File: config.mk
export PLATFORM = sky130hd
export DESIGN_NAME = empty_addr_dispatch
export DESIGN_NICKNAME = d
export VERILOG_FILES = /design/src/rtl/switch_pkg.sv /design/src/rtl/rr_arbiter.sv /design/src/rtl/empty_addr_dispatch.sv
export SDC_FILE = /design/constraint.sdc
export NUM_CORES = 1
export LEC_CHECK = 0
export ABC_AREA = 1
export CELL_PAD_IN_SITES_DETAIL_PLACEMENT = 0
export CELL_PAD_IN_SITES_GLOBAL_PLACEMENT = 1
export CORE_ASPECT_RATIO = 1.4
export CORE_MARGIN = 2
export CORE_UTILIZATION = 43
export CTS_BUF_LIST = sky130_fd_sc_hd__clkbuf_8
export DETAILED_ROUTE_END_ITERATION = 8
export PLACE_DENSITY = 0.88
export SYNTH_ARGS = -nofsm -noshare
export SYNTH_HDL_FRONTEND = slang
export SYNTH_SLANG_ARGS = --single-unit
File: constraint.sdc
create_clock -name iClk -period 3.17 [get_ports iClk]
set_input_delay 0.4755 -clock iClk [delete_from_list [all_inputs] [get_ports iClk]]
set_output_delay 0.4755 -clock iClk [all_outputs]
set_load 0.005 [all_outputs]
File: src/rtl/switch_pkg.sv
// Shared switch definitions: channel count, block address width and the
// block-address type used by the unpack, WRR and MMU blocks.
package switch_pkg;

   localparam int NUM_CH = 4;
   localparam int ADDR_W = 12;

   typedef logic [ADDR_W-1:0] blk_addr_t;

endpackage

File: src/rtl/rr_arbiter.sv
// Round-robin arbiter. It grants the first requester found searching upward
// from the internal pointer. The pointer moves past the winner only when the
// caller strobes iAdvance, so an unused grant does not cost a requester its turn.
module rr_arbiter #(
   parameter int N = 4,
   localparam int IDX_W = (N > 1) ? $clog2(N) : 1
) (
   input  logic             iClk,
   input  logic             iRst,
   input  logic [N-1:0]     iReq,
   input  logic             iAdvance,
   output logic [N-1:0]     oGrant,
   output logic [IDX_W-1:0] oGrantIdx,
   output logic [IDX_W-1:0] oPtr
);

   logic [IDX_W-1:0] ptr_q, ptr_d;

   // Scan the requesters starting at the pointer and wrapping modulo N.
   // The first hit becomes the grant.
   always_comb begin : searchGrant
      int   sum;
      logic found;
      sum       = 0;
      found     = 1'b0;
      oGrant    = '0;
      oGrantIdx = '0;
      for (int i = 0; i < N; i++) begin
         sum = int'(ptr_q) + i;
         if (sum >= N) begin
            sum = sum - N;
         end
         if (!found && iReq[IDX_W'(sum)]) begin
            found                  = 1'b1;
            oGrant[IDX_W'(sum)]    = 1'b1;
            oGrantIdx              = IDX_W'(sum);
         end
      end
   end

   // After a used grant, the pointer moves to the channel just past the winner.
   always_comb begin
      ptr_d = ptr_q;
      if (iAdvance) begin
         ptr_d = (oGrantIdx == IDX_W'(N - 1)) ? '0 : oGrantIdx + 1'b1;
      end
   end

   // Pointer register. Reset restarts the search at requester 0.
   always_ff @(posedge iClk or posedge iRst) begin
      if (iRst) begin
         ptr_q <= '0;
      end else begin
         ptr_q <= ptr_d;
      end
   end

   assign oPtr = ptr_q;

endmodule

File: src/rtl/empty_addr_dispatch.sv
// Hands free block addresses from the single free-list pop port to the
// unpack channels. Each channel keeps a small prefetch FIFO, so its engine can
// take a new address every cycle. A round-robin arbiter decides which
// channel's FIFO is refilled on each free-list pop.
module empty_addr_dispatch
   import switch_pkg::*;
#(
   parameter int PF_DEPTH = 2,
   localparam int LVL_W = $clog2(PF_DEPTH + 1)
) (
   input  logic                     iClk,
   input  logic                     iRst,
   input  logic [ADDR_W-1:0]        iFreeAddr,
   input  logic                     iFreeAddrVld,
   output logic                     oFreeAddrRdy,
   input  logic [NUM_CH-1:0]        iChEn,
   output logic [NUM_CH*ADDR_W-1:0] oEptyAddr,
   output logic [NUM_CH-1:0]        oEptyAddrVld,
   input  logic [NUM_CH-1:0]        iEptyAddrRcvRdy,
   output logic [NUM_CH*LVL_W-1:0]  oChLevel,
   output logic [NUM_CH-1:0]        oStarved
);

   localparam int PTR_W = $clog2(PF_DEPTH);
   localparam int IDX_W = $clog2(NUM_CH);

   logic [NUM_CH-1:0] eligible;
   logic [NUM_CH-1:0] grant;
   logic [IDX_W-1:0]  grantIdx;
   logic [IDX_W-1:0]  rrPtr;
   logic              push;

   // Eligibility uses only registered levels. Ready therefore never depends
   // on iFreeAddrVld or on a consumer pop in the same cycle.
   assign oFreeAddrRdy = |eligible;
   assign push         = iFreeAddrVld & oFreeAddrRdy;

   rr_arbiter #(
      .N(NUM_CH)
   ) uArb (
      .iClk      (iClk),
      .iRst      (iRst),
      .iReq      (eligible),
      .iAdvance  (push),
      .oGrant    (grant),
      .oGrantIdx (grantIdx),
      .oPtr      (rrPtr)
   );

   for (genvar c = 0; c < NUM_CH; c++) begin : gCh
      blk_addr_t          mem_q [PF_DEPTH];
      logic [PTR_W-1:0]   wrPtr_q, wrPtr_d;
      logic [PTR_W-1:0]   rdPtr_q, rdPtr_d;
      logic [LVL_W-1:0]   level_q, level_d;
      logic               notEmpty;
      logic               chPush;
      logic               chPop;

      assign notEmpty    = (level_q != '0);
      assign chPush      = push & grant[c];
      assign chPop       = notEmpty & iEptyAddrRcvRdy[c];
      assign eligible[c] = iChEn[c] & (level_q < LVL_W'(PF_DEPTH));

      // Pointers wrap naturally. The level only moves when exactly one of
      // push/pop happens, so a simultaneous push and pop keeps it unchanged.
      always_comb begin
         wrPtr_d = wrPtr_q;
         rdPtr_d = rdPtr_q;
         level_d = level_q;
         if (chPush) begin
            wrPtr_d = wrPtr_q + 1'b1;
         end
         if (chPop) begin
            rdPtr_d = rdPtr_q + 1'b1;
         end
         if (chPush && !chPop) begin
            level_d = level_q + 1'b1;
         end else if (!chPush && chPop) begin
            level_d = level_q - 1'b1;
         end
      end

      // Control state resets asynchronously, which discards any buffered
      // addresses; the free-list manager reclaims them.
      always_ff @(posedge iClk or posedge iRst) begin
         if (iRst) begin
            wrPtr_q <= '0;
            rdPtr_q <= '0;
            level_q <= '0;
         end else begin
            wrPtr_q <= wrPtr_d;
            rdPtr_q <= rdPtr_d;
            level_q <= level_d;
         end
      end

      // Entry storage needs no reset: the output mux hides it while the level is 0.
      always_ff @(posedge iClk) begin
         if (chPush) begin
            mem_q[wrPtr_q] <= iFreeAddr;
         end
      end

      assign oEptyAddr[c*ADDR_W +: ADDR_W] = notEmpty ? mem_q[rdPtr_q] : '0;
      assign oEptyAddrVld[c]               = notEmpty;
      assign oChLevel[c*LVL_W +: LVL_W]    = level_q;
      assign oStarved[c]                   = ~notEmpty & ~iFreeAddrVld;
   end

   // Arbiter sanity check. The one-hot and encoded grants must agree, and a
   // requester sitting at the pointer must win.
   always_ff @(posedge iClk) begin
      if (!iRst && (|eligible)) begin
         assert (grant == (NUM_CH'(1) << grantIdx));
         if (eligible[rrPtr]) begin
            assert (grantIdx == rrPtr);
         end
      end
   end

endmodule
# Word level (Yosys, flattened, before mapping)

Memory sizes are Yosys's and may differ from the RTL's.
Index checks and enable logic that the tools add are counted.
W data, S select, Z words.

Bits of input ports: 23
Word-level logic and storage cells: 174
Bits in writable memories: 96
Output and inout bits: 65
Bits in registers: 18
Memories: 4

Add/sub/neg operators: 24
Multiplexer cells: 56
Eq/ne operators: 1
$lt $le $gt $ge: 16
Bitwise gates (word level): 25
Reductions and logical operators: 35

Memories:

| memory       | depth | width | rd ports | clocked after memory_dff | wr ports | RTL line                  | RTL |
|---|---|---|---|---|---|---|---|
| gCh[0].mem_q | 2     | 12    | 1        | 0                        | 1        | empty_addr_dispatch.sv:51 | `blk_addr_t mem_q [PF_DEPTH];` |
| gCh[1].mem_q | 2     | 12    | 1        | 0                        | 1        | empty_addr_dispatch.sv:51 |  |
| gCh[2].mem_q | 2     | 12    | 1        | 0                        | 1        | empty_addr_dispatch.sv:51 |  |
| gCh[3].mem_q | 2     | 12    | 1        | 0                        | 1        | empty_addr_dispatch.sv:51 |  |

Operator list:

| cell                  | number |
|---|---|
| $mux W12              | 4 |
| $mux W2               | 17 |
| $mux W1               | 23 |
| $and A1 B1 Y1         | 17 |
| $lt A2 B4 Y1 const B  | 4 |
| $mux W4               | 4 |
| $reduce_bool A2 Y1    | 8 |
| $sub A2 B1 Y2 const B | 8 |
| $logic_and A1 B1 Y1   | 15 |
| $or A4 B4 Y4          | 3 |
| $logic_not A1 Y1      | 11 |
| $add A2 B1 Y2 const B | 5 |
| $ge A3 B3 Y1 const B  | 3 |
| $add A1 B1 Y1 const B | 8 |
| $bmux W1 S2           | 4 |
| $demux W1 S2          | 4 |
| $ge A2 B1 Y1 const B  | 4 |
| $lt A2 B2 Y1 const B  | 4 |
| $add A2 B2 Y3 const B | 2 |
| $not A1 Y1            | 5 |
| $reduce_or A4 Y1      | 1 |
| $add A2 B1 Y3 const B | 1 |
| $ge A2 B3 Y1 const B  | 1 |
| $eq A2 B2 Y1 const B  | 1 |

# Depth between registers and ports, before layout

Word-level depth: 20
Gate-level depth with buffers: 15
Depth with buffers taken out: 15

# Hierarchy

From an unflattened synthesis, not the netlist that was laid out.

Cell total of the unflattened synthesis: 471
Area, all modules: 5,121.2 um^2

Modules (own cells, without submodules):

| module              | area an instance (um^2) | cells an instance | times used |
|---|---|---|---|
| empty_addr_dispatch | 4,511.8                 | 373               | 1 |
| rr_arbiter          | 609.3                   | 98                | 1 |

# Worst setup path after synthesis

OpenSTA, ideal clock, no wires.

Path type: flip-flop to flip-flop
From: register with a tool-made name
To: memory gCh[3].mem_q[1][0] (netlist name) (enable)
Stages on the path, launching flop included: 12
Slack: 0.525 ns
Arrival: 2.264 ns
Library setup time: 0.380 ns
Buffers on the path: 0
Clock period less this slack: 2.645 ns
Cell sequence: dfrtp_1 inv_2 ha_1 inv_1 nand3_1 nand2_2 nand2_1 nor2_2 nand3b_1 nand3b_1 nand2_1 nor2_1

RTL lines:

| element          | RTL line |
|---|---|
| end: declaration | empty_addr_dispatch.sv:51 |

# Worst setup path in the final report

From: register gCh[3].rdPtr_q
To: output oEptyAddr[47]

Word-level cells in the longest chain between the ends: 2

RTL lines:

| element                  | RTL line                   | RTL |
|---|---|---|
| start: declaration       | empty_addr_dispatch.sv:53  | `logic [PTR_W-1:0] rdPtr_q, rdPtr_d;` |
| start signal: assignment | empty_addr_dispatch.sv:92  | `rdPtr_q <= rdPtr_d;` |
| $mem_v2 Z2 W12           | --                         |  |
| $mux W12                 | empty_addr_dispatch.sv:104 | `assign oEptyAddr[c*ADDR_W +: ADDR_W] = notEmpty ? mem_q[rdPtr_q] : '0;` |
| end: declaration         | empty_addr_dispatch.sv:17  | `output logic [NUM_CH*ADDR_W-1:0] oEptyAddr,` |

No other way between the ends.

==> run_results.csv <==
group,metric,value,unit
outcome,status,"completed",
sta,hold_ws,0.4729,ns
pwr,pwr-share-clk,22.7,%
layout,n_fill_cell,935,
global_route,grt_overflow,0,
worst_setup_path,crit_type,"register to primary output",
routing,dr.first_iter.drc_count,218,
logic_synthesis,synth-xor-area-share,2.099,%
logic_synthesis,synth_compound_area_share,6.497,%
routing,routed_wl,11290,um
layout,antenna_cells,0,
worst_setup_path,critPathCaptureType,"primary output",
sta,finalCritPeriodShare,85.65,%
clocking,cts_setup_buffers,0,
pwr,power_leakage,2.638,nW
routing,via_count,3647,
pwr,power_frac_comb,44.3,%
floorplanning,ios,88,
worst_setup_path,cp.required,2.69,ns
pwr,p_seq_share,32.9,%
clocking,clkSlewWorstSetupHoldPaths,0.06,ns
global_route,antenna_found_initial,0,
logic_synthesis,postSynthRegisterBits,114,
pwr,p_sw,2.261,mW
layout,area.growth.synth_to_final,29.84,%
sta,fmax,368.3,MHz
logic_synthesis,synth_top_area_share,57.57,%
logic_synthesis,synthMuxAreaShare,0,%
clocking,clockBufferDepth,2,
layout,drive_gt1_share,8.981,%
logic_synthesis,synthAdderAreaFrac,2.999,%
floorplanning,die_y,131.7,um
routing,drtAntennaViolNets,0,
routing,wl_per_cell,15.62,um
place,dp_cells,691,
logic_synthesis,syn-num-nets,499,
place,io_buffers,87,
layout,layout_commonest_cell,"nand2_1",
floorplanning,rows,46,
clocking,insertion_delay,0.42,ns
pwr,power_per_cell_area,984.6,nW/um^2
run,max-cap-violations,0,
layout,fin_cells,723,
global_route,grt_max_degree,19,
logic_synthesis,avgSynthCellArea,10.79,um^2
layout,final_cell_mix,"151 x nand2_1, 96 x edfxtp_1, 87 x clkdlybuf4s50_1, 56 x a21oi_1, 36 x inv_1",
sta,hold_viol,0,
worst_setup_path,cp_max_fo,13,
logic_synthesis,synth-simple-area-share,17.19,%
layout,fin_util,57.34,%
logic_synthesis,synth_cell_types,23,
floorplanning,core_area,11340,um^2
sta,tightest_slew,0.7107,ns
layout,nets,601,
sta,slew_headroom,52.57,%
logic_synthesis,yosysWarnings,0,
logic_synthesis,synth_top_family_by_area,"simple AND/OR/NAND/NOR gates",
logic_synthesis,synth_cells,464,
floorplanning,dieArea,12540,um^2
pwr,internal_power,4.140,mW
clocking,htree_levels,4,
place,place_hpwl,8236,um
logic_synthesis,yosysTopAreaCell,"edfxtp_1",
clocking,cts.sinks,114,
min_path,hold_path.class,"register to register",
clocking,ctsResizeCount,0,
sta,slew_viol_final,0,
clocking,cts_made_buffers,17,
logic_synthesis,yosysSeqAreaShare,66.57,%
worst_setup_path,crit_arrival,2.24,ns
routing,post-route-drc-count,0,
logic_synthesis,synth_area_leaders,"edfxtp_1 58%, nand2_1 11%, dfrtp_1 9.0%",
routing,drtPass1Iterations,5,
pwr,switching_share,35.32,%
routing,vias_per_cell,5.044,
global_route,grt.total_usage,19.04,%
floorplanning,start_util,44.16,%
worst_setup_path,cp-start-kind,"register",
floorplanning,die_w,95.20,um
clocking,tritoncts,"done",
sta,fin_skew,0.007489,ns
global_route,grt_pass1_wl,17860,um
pwr,ir_drop,0.0004160,V
logic_synthesis,syn_area,5007,um^2
place,place.gp.congestion,0.7807,
clocking,cts_root_buffer,"clkbuf_8",
sta,period_minus_slack,2.715,ns
sta,tns,0,ns
clocking,cts_hold_buffers,0,
sta,rsz0062_at_grt,"no",
global_route,grt_pass1_vias,3697,
sta,setup_viol,0,
[flip-flops by register name (all words and copies together) (netlist names), named ones only]
| name | flops |
|---|---|
| uArb.oPtr | 1 |
| gCh.level_q | 8 |
| gCh.wrPtr_q | 4 |
| gCh.rdPtr_q | 4 |
| gCh.mem_q | 96 |
[worst max-delay path, stage by stage, from the launching register on]
cell             delay, ns
dfrtp_1               0.54
inv_1                 0.41
nand2_1               0.10
a21oi_1               0.23
clkdlybuf4s50_1       0.54
[cell families after synthesis]
| kind of cell | after synthesis |
|---|---|
| adders and majority gates | 12 |
| buffers and inverters | 56 |
| DFF | 114 |
| xor gates and xnor gates | 12 |
| and+or+nand+nor | 205 |
| AOI/OAI and AO/OA | 65 |
[power by group through the flow]
| stage | Sequential, mW | Clock (mW) | Combinational [mW] |
|---|---|---|---|
| after floorplan | 2.05 | 0 | 1.54 |
| after global placement | 2.12 | 0 | 2.78 |
| after detailed placement | 2.13 | 0 | 2.84 |
| after CTS | 2.11 | 1.47 | 2.86 |
| after global routing | 2.15 | 1.53 | 3.15 |
| final | 2.11 | 1.46 | 2.84 |
[stage by stage]
| stage | instance area (um^2) | setup slack, ns | power (mW) |
|---|---|---|---|
| after CTS | 6501 | 0.4525 | 6.433 |
| after global placement | 6070 | 0.3056 | 4.899 |
| final | 6501 | 0.4550 | 6.401 |
| after detailed placement | 6070 | 0.2221 | 4.975 |
| after global routing | 6501 | 0.2187 | 6.826 |
| after floorplan | 5007 | 0.5255 | 3.599 |
[metal layers]
layer / global-route usage (%) / vias up / routed length [um]
li1: - / 1766 / -
met1: 20.29 / 1749 / 4129
met2: 35.05 / 112 / 6430
met3: 3.899 / 20 / 502
met4: 8.213 / 0 / 230
met5: 0 / - / 0
[path summary, 6_finish.rpt]
kind	start	to	slack, ns	cells after the start
setup / recovery	gCh[3].rdPtr_q$_DFFE_PP0P_	oEptyAddr[47]	0.46	4
hold / removal	gCh[2].wrPtr_q$_DFFE_PP0P_	gCh[2].wrPtr_q$_DFFE_PP0P_	0.47	2
setup reg to reg	register	gCh[3].level_q[1]$_DFFE_PP0P_	0.57	15
hold reg to reg	gCh[2].wrPtr_q$_DFFE_PP0P_	gCh[2].wrPtr_q$_DFFE_PP0P_	0.47	2
max in group asynchronous	iRst	gCh[3].rdPtr_q$_DFFE_PP0P_	2.23	2
min in group asynchronous	iRst	gCh[0].level_q[1]$_DFFE_PP0P_	0.48	2
[Yosys cell counts, drive strengths merged]
| master | instances |
|---|---|
| o21ai | 9 |
| edfxtp | 96 |
| clkbuf | 12 |
| clkinv | 2 |
| xor2 | 8 |
| ha | 12 |
| dfrtp | 18 |
| nand4 | 3 |
| inv | 37 |
| nand3 | 29 |
| a21oi | 56 |
| buf | 5 |
| nand2 | 154 |
| nand3b | 2 |
| xnor2 | 4 |
| nor2 | 17 |
[area by class of cell]
class | instances | area, um^2 | share of cell area, %
Sequential cell | 114 | 3333 | 51.27
Clock inverter | 15 | 197.7 | 3.041
Inverter | 39 | 146.4 | 2.252
Timing Repair Buffer | 100 | 968.4 | 14.90
Multi-Input combinational cell | 294 | 1441 | 22.17
Tap cell | 144 | 180.2 | 2.771
Clock buffer | 17 | 234.0 | 3.599
Note: power is estimated with default switching activity, not from simulation.
==> variant 1, RTL diff (same settings) <==
`ADDR_W`: 12 -> 13.
--- a/src/rtl/switch_pkg.sv
+++ b/src/rtl/switch_pkg.sv
@@ -3,7 +3,7 @@
 package switch_pkg;
 
    localparam int NUM_CH = 4;
-   localparam int ADDR_W = 12;
+   localparam int ADDR_W = 13;
 
    typedef logic [ADDR_W-1:0] blk_addr_t;
 
Ports: changed (resized iFreeAddr and oEptyAddr); port bits go from 88 to 93. The function was not compared with the original's and may differ.
==> variant 1 against the original RTL <==
Synthesized cell count grew 5.0%; sequential power is 7% higher; clock skew barely moved; non-clock buffer count grew 5; first-iteration DRC count rose by 30%; area after synthesis increased by 6.1%; highest routed layer unchanged; count of clock-buffer cells in the layout unchanged; largest cell class unchanged; sequential cell count grew 8; critical path depth increased by 13; utilization fell by 1.3 points; critical path type is now flip-flop to flip-flop; total power grew 2.8%; setup slack got worse by 0.14 ns; final area up 5.2%; wire length is 8.1% higher.
==> variant 1: results (changes against the original RTL) <==
stage	metric	value	unit	change
run_status	status	complete, no violations		
grt	antenna_found_initial	0		unchanged
worst_setup_path	crit_arrival	3.15	ns	+0.91 ns
finish	biggestRegsByFlops	gCh.mem_q: 104 flops, gCh.level_q: 8 flops		
finish	regMostFlops	gCh.mem_q		
clock_tree	insertion_delay	0.42	ns	about the same
worst_setup_path	path_delay_family	simple AND/OR/NAND/NOR gates		
synthesis	synth.top_cells.by_count	170 x nand2_1, 104 x edfxtp_1, 58 x a21oi_1		
route	routedWlPerCell	16.2	microns	+3.6%
synthesis	synth_flop_cell	edfxtp_1		
synthesis	ys_top_cells_by_area	edfxtp_1 59%, nand2_1 12%, dfrtp_1 8.5%, a21oi_1 5.5%, ha_1 2.8%		
grt	grt_util_met3	4.80	%	+0.90 points
clock_tree	post_cts_buffers	0		unchanged
placement	port_buffers	92		+5.7%
clock_tree	clockRootBuffer	clkbuf_8		
timing	skew	0.00771	ns	+0.000221 ns
synthesis	synthArstFlopShare	14.8	%	-1.0 points
route	drt_first_pass_iters	4		-1
route	first_iter_violations	283		+30%
timing	slew_headroom	47.6	%	-5.0 points
clock_tree	cts_buffer_depth	2		unchanged
grt	grt_pass1_wl	18600	microns	+4.3%
finish	antenna_cells	0		unchanged
placement	dpl.hpwl	8850	microns	+7.4%
synthesis	synth_nets	523		+4.8%
synthesis	ys.warnings.count	0		unchanged
worst_setup_path	cpPeakStageDelay	0.57	ns	+0.03 ns
worst_setup_path	cpMaxStageDelayCell	dfrtp_1		
finish	nets	630		+4.8%
finish	drive_gt1_share	8.43	%	-0.55 points
placement	dp_cells	725		+4.9%
pwr	ir_drop	0.468	mV	+13%
grt	grt_pass1_vias	3627		-1.9%
grt	met2_usage	35.1	%	+0.067 points
grt	use_met1	20.9	%	+0.61 points
pwr	p_sw	0.00234	W	+3.4%
synthesis	synth_cell_type_count	21		-8.7%
synthesis	synth-edff-count	104		+8.3%
clock_tree	clk_pin_slew_worst_paths	0.06	ns	about the same
grt	grt.total_usage	18.8	%	-0.24 points
synthesis	synth-seq-area-share	67.2	%	+0.66 points
timing	finalSetupViolations	0		unchanged
clock_tree	postCtsResizedCells	0		unchanged
finish	instances_no_fill	755		+4.4%
grt	grt_max_degree	19		unchanged
route	via_per_inst	5.02		-0.56%
pwr	leakagePower	2.79	nW	+5.6%
min_path	hold_path.class	flip-flop to flip-flop		
placement	globalplace.congestion	0.906		+16%
clock_tree	htree_levels	4		unchanged
worst_setup_path	crit_path_max_fanout	9		-4
clock_tree	cts_made_buffers	17		unchanged
synthesis	avgSynthCellArea	10.9	sq um	+1.1%
-- variant 1: routing by layer --
| layer | routed length, microns | vias to the layer above |
|---|---|---|
| met1 | 4430 | 1803 |
| met5 | 0 | - |
| li1 | - | 1845 |
| met2 | 6880 | 126 |
| met4 | 206 | 0 |
| met3 | 696 | 13 |
-- variant 1: logic make-up (layout without fill, tap and decap cells) --
kind of cell / Yosys count / after routing / synth area share, %
flip-flops: 122 / 122 / 67.2
buffers and inverters: 56 / 174 / 4.28
AND/OR/NAND/NOR: 222 / 222 / 17.7
AO/OA/AOI/OAI: 63 / 63 / 5.93
XOR/XNOR: 12 / 12 / 1.98
adder cells (fa/ha/maj): 12 / 12 / 2.82
-- variant 1: path summary, 6_finish.rpt --
check                               startpoint                 to  slack (ns)  depth (start not counted)
worst min-delay path            gCh[3].wrPtr_q     gCh[3].wrPtr_q        0.48                          2
min in group asynchronous                 iRst     gCh[1].rdPtr_q        0.54                          2
worst max register to register       flip-flop  gCh[2].level_q[1]        0.32                         17
worst min register to register  gCh[3].wrPtr_q     gCh[3].wrPtr_q        0.48                          2
max in group asynchronous                 iRst     gCh[3].rdPtr_q        2.14                          2
worst max-delay path                 flip-flop  gCh[2].level_q[1]        0.32                         17
-- variant 1: worst min-delay path: stages (launching register included) --
cell	delay [ns]
dfrtp_1	0.35
nand2_1	0.05
nand2_1	0.05
-- variant 1: cell type report --
type | count | area (sq um)
Fill cell | 1042 | 5360
Sequential cell | 122 | 3570
Multi-Input combinational cell | 309 | 1510
Timing Repair Buffer | 105 | 1020
Clock buffer | 17 | 234
Tap cell | 150 | 188
Clock inverter | 13 | 161
Inverter | 39 | 148
-- variant 1: through the flow --
step | setup WS (ns) | instance area (sq um) | hold WS, ns | total power [W]
after global placement | 0.334 | 6440 | 0.453 | 0.00521
after CTS | 0.300 | 6840 | 0.485 | 0.00664
final | 0.319 | 6840 | 0.483 | 0.00658
after detailed placement | 0.316 | 6440 | 0.465 | 0.00527
after floorplan | 0.343 | 5320 | 0.414 | 0.00379
after global routing | 0.0556 | 6840 | 0.506 | 0.00702
-- variant 1: power groups by stage --
stage	clock network [W]	registers [W]	logic, W
5_1_grt	0.00146	0.00230	0.00326
6_report	0.00137	0.00226	0.00294
4_1_cts	0.00139	0.00227	0.00298
2_1_floorplan	0	0.00218	0.00161
3_5_place_dp	0	0.00230	0.00297
3_3_place_gp	0	0.00229	0.00293
==> variant 2, RTL diff (config.mk and constraints unchanged) <==
Without the edit above. Reset style: synchronous (`iRst`), changed in 2 clocked blocks. Comments in the files are not updated.
--- a/src/rtl/rr_arbiter.sv
+++ b/src/rtl/rr_arbiter.sv
@@ -47,7 +47,7 @@
    end
 
    // Pointer register. Reset restarts the search at requester 0.
-   always_ff @(posedge iClk or posedge iRst) begin
+   always_ff @(posedge iClk) begin
       if (iRst) begin
          ptr_q <= '0;
       end else begin
--- a/src/rtl/empty_addr_dispatch.sv
+++ b/src/rtl/empty_addr_dispatch.sv
@@ -82,7 +82,7 @@
 
       // Control state resets asynchronously, which discards any buffered
       // addresses; the free-list manager reclaims them.
-      always_ff @(posedge iClk or posedge iRst) begin
+      always_ff @(posedge iClk) begin
          if (iRst) begin
             wrPtr_q <= '0;
             rdPtr_q <= '0;
Check against the original RTL: differs if iRst is asserted again (counterexample within 4 cycles, from zero or initial values and one cycle with iRst high); with iRst held inactive, the same outputs for 4 cycles.
==> variant 2 against the original RTL <==
Final area up 1.4%; area after synthesis up 1.9%; wire length shrank 0.85%; sequential cell count is 4 higher; sequential share of layout area decreased by 0.87 points; setup slack worse by 0.075 ns; first-iteration DRC count shrank 22%; clock skew increased by 0.0015 ns; sequential power decreased by 2%; total power is 15% lower; clock power barely moved.
==> variant 2: results (changes against the original RTL) <==
stage	metric	value	unit	change
run_status	status	complete, no violations		
grt	use_met1	21.1	%	+0.82 points
synthesis	synth-seq-area-share	65.1	%	-1.4 points
worst_setup_path	crit_arrival	2.31	ns	+0.07 ns
finish	n_fill_cell	1007		+7.7%
grt	grt_max_degree	17		-2
worst_setup_path	r2r-end	gCh[3].level_q[1]		
synthesis	avgSynthCellArea	10.4	sq um	-3.7%
grt	grt_pass1_wl	17400	microns	-2.7%
finish	n_all_buffers	99		-1.0%
timing	slew_headroom	39.4	%	-13 points
synthesis	synth_nets	526		+5.4%
placement	dpl.hpwl	8090	microns	-1.8%
route	route.met3.wl	428	microns	-15%
worst_setup_path	endpoint	oStarved[1]		
finish	seqCellArea	3320	sq um	-0.30%
worst_setup_path	critPathLaunch	gCh[1].level_q[0]		
synthesis	ys_top_cells_by_area	edfxtp_1 56%, nand2_1 10%, dfxtp_1 8.6%, a21oi_1 6.8%, ha_1 2.9%		
grt	grt.total_usage	18.3	%	-0.77 points
synthesis	synthArstFlopShare	0	%	-16 points
pwr	leakagePower	2.55	nW	-3.4%
worst_setup_path	cpMaxStageDelayCell	nor2_1		
finish	drive_gt1_share	9.44	%	+0.46 points
finish	clkCellAreaFrac	6.62	%	-0.017 points
route	drt_first_pass_iters	4		-1
finish	multi_input_area_share	23.2	%	+1.0 points
finish	nets	626		+4.2%
worst_setup_path	cpPeakStageDelay	0.71	ns	+0.17 ns
worst_setup_path	path_delay_family	simple AND/OR/NAND/NOR gates		
route	via_per_inst	4.95		-1.9%
[variant 2: cell types whose count changed in the layout (fill, tap and decap cells not counted), sizes merged, moves of 8 or more]
cell / before / now
dfxtp: 0 / 22
dfrtp: 18 / 0
a21oi: 56 / 69
nand2: 154 / 144
nor2: 17 / 26
inv: 39 / 47
o21ai: 9 / 17
[variant 2: how the worst min path moves through the flow]
stage / start / endpoint / cells after the start
finish: gCh[0].rdPtr_q / gCh[0].rdPtr_q / 2
floorplan: gCh[3].rdPtr_q / flip-flop / 2
global placement: gCh[3].rdPtr_q / gCh[3].rdPtr_q / 2
CTS: gCh[0].rdPtr_q / gCh[0].rdPtr_q / 2
detailed placement: gCh[0].rdPtr_q / gCh[0].rdPtr_q / 2
global route: gCh[0].rdPtr_q / gCh[0].rdPtr_q / 2
[variant 2: logic make-up (layout without fill, tap and decap cells)]
group                    count (synthesis)  count (layout)  share of synthesized area [%]
adder cells (fa/ha/maj)                 12              12                           2.94
AND/OR/NAND/NOR                        211             211                           18.0
flip-flops                             118             118                           65.1
XOR/XNOR                                 3               3                          0.515
AO/OA/AOI/OAI                           86              86                           8.44
buffers and inverters                   61             174                           4.93
[variant 2: metrics by stage]
step / hold WS, ns / cell area, sq um / util, % / power, W / setup WS [ns]
global route: 0.497 / 6590 / 56.3 / 0.00580 / 0.174
floorplan: 0.447 / 5100 / - / 0.00320 / 0.410
CTS: 0.476 / 6590 / 56.3 / 0.00549 / 0.347
global placement: 0.456 / 6160 / 52.6 / 0.00401 / 0.364
detailed placement: 0.462 / 6160 / 52.6 / 0.00403 / 0.313
finish: 0.487 / 6590 / 56.3 / 0.00546 / 0.380
[variant 2: where the power goes]
part           internal [W]  total (W)  switching (W)
Sequential          0.00194    0.00207       0.000133
Combinational      0.000821    0.00193        0.00111
Clock              0.000862    0.00146       0.000598
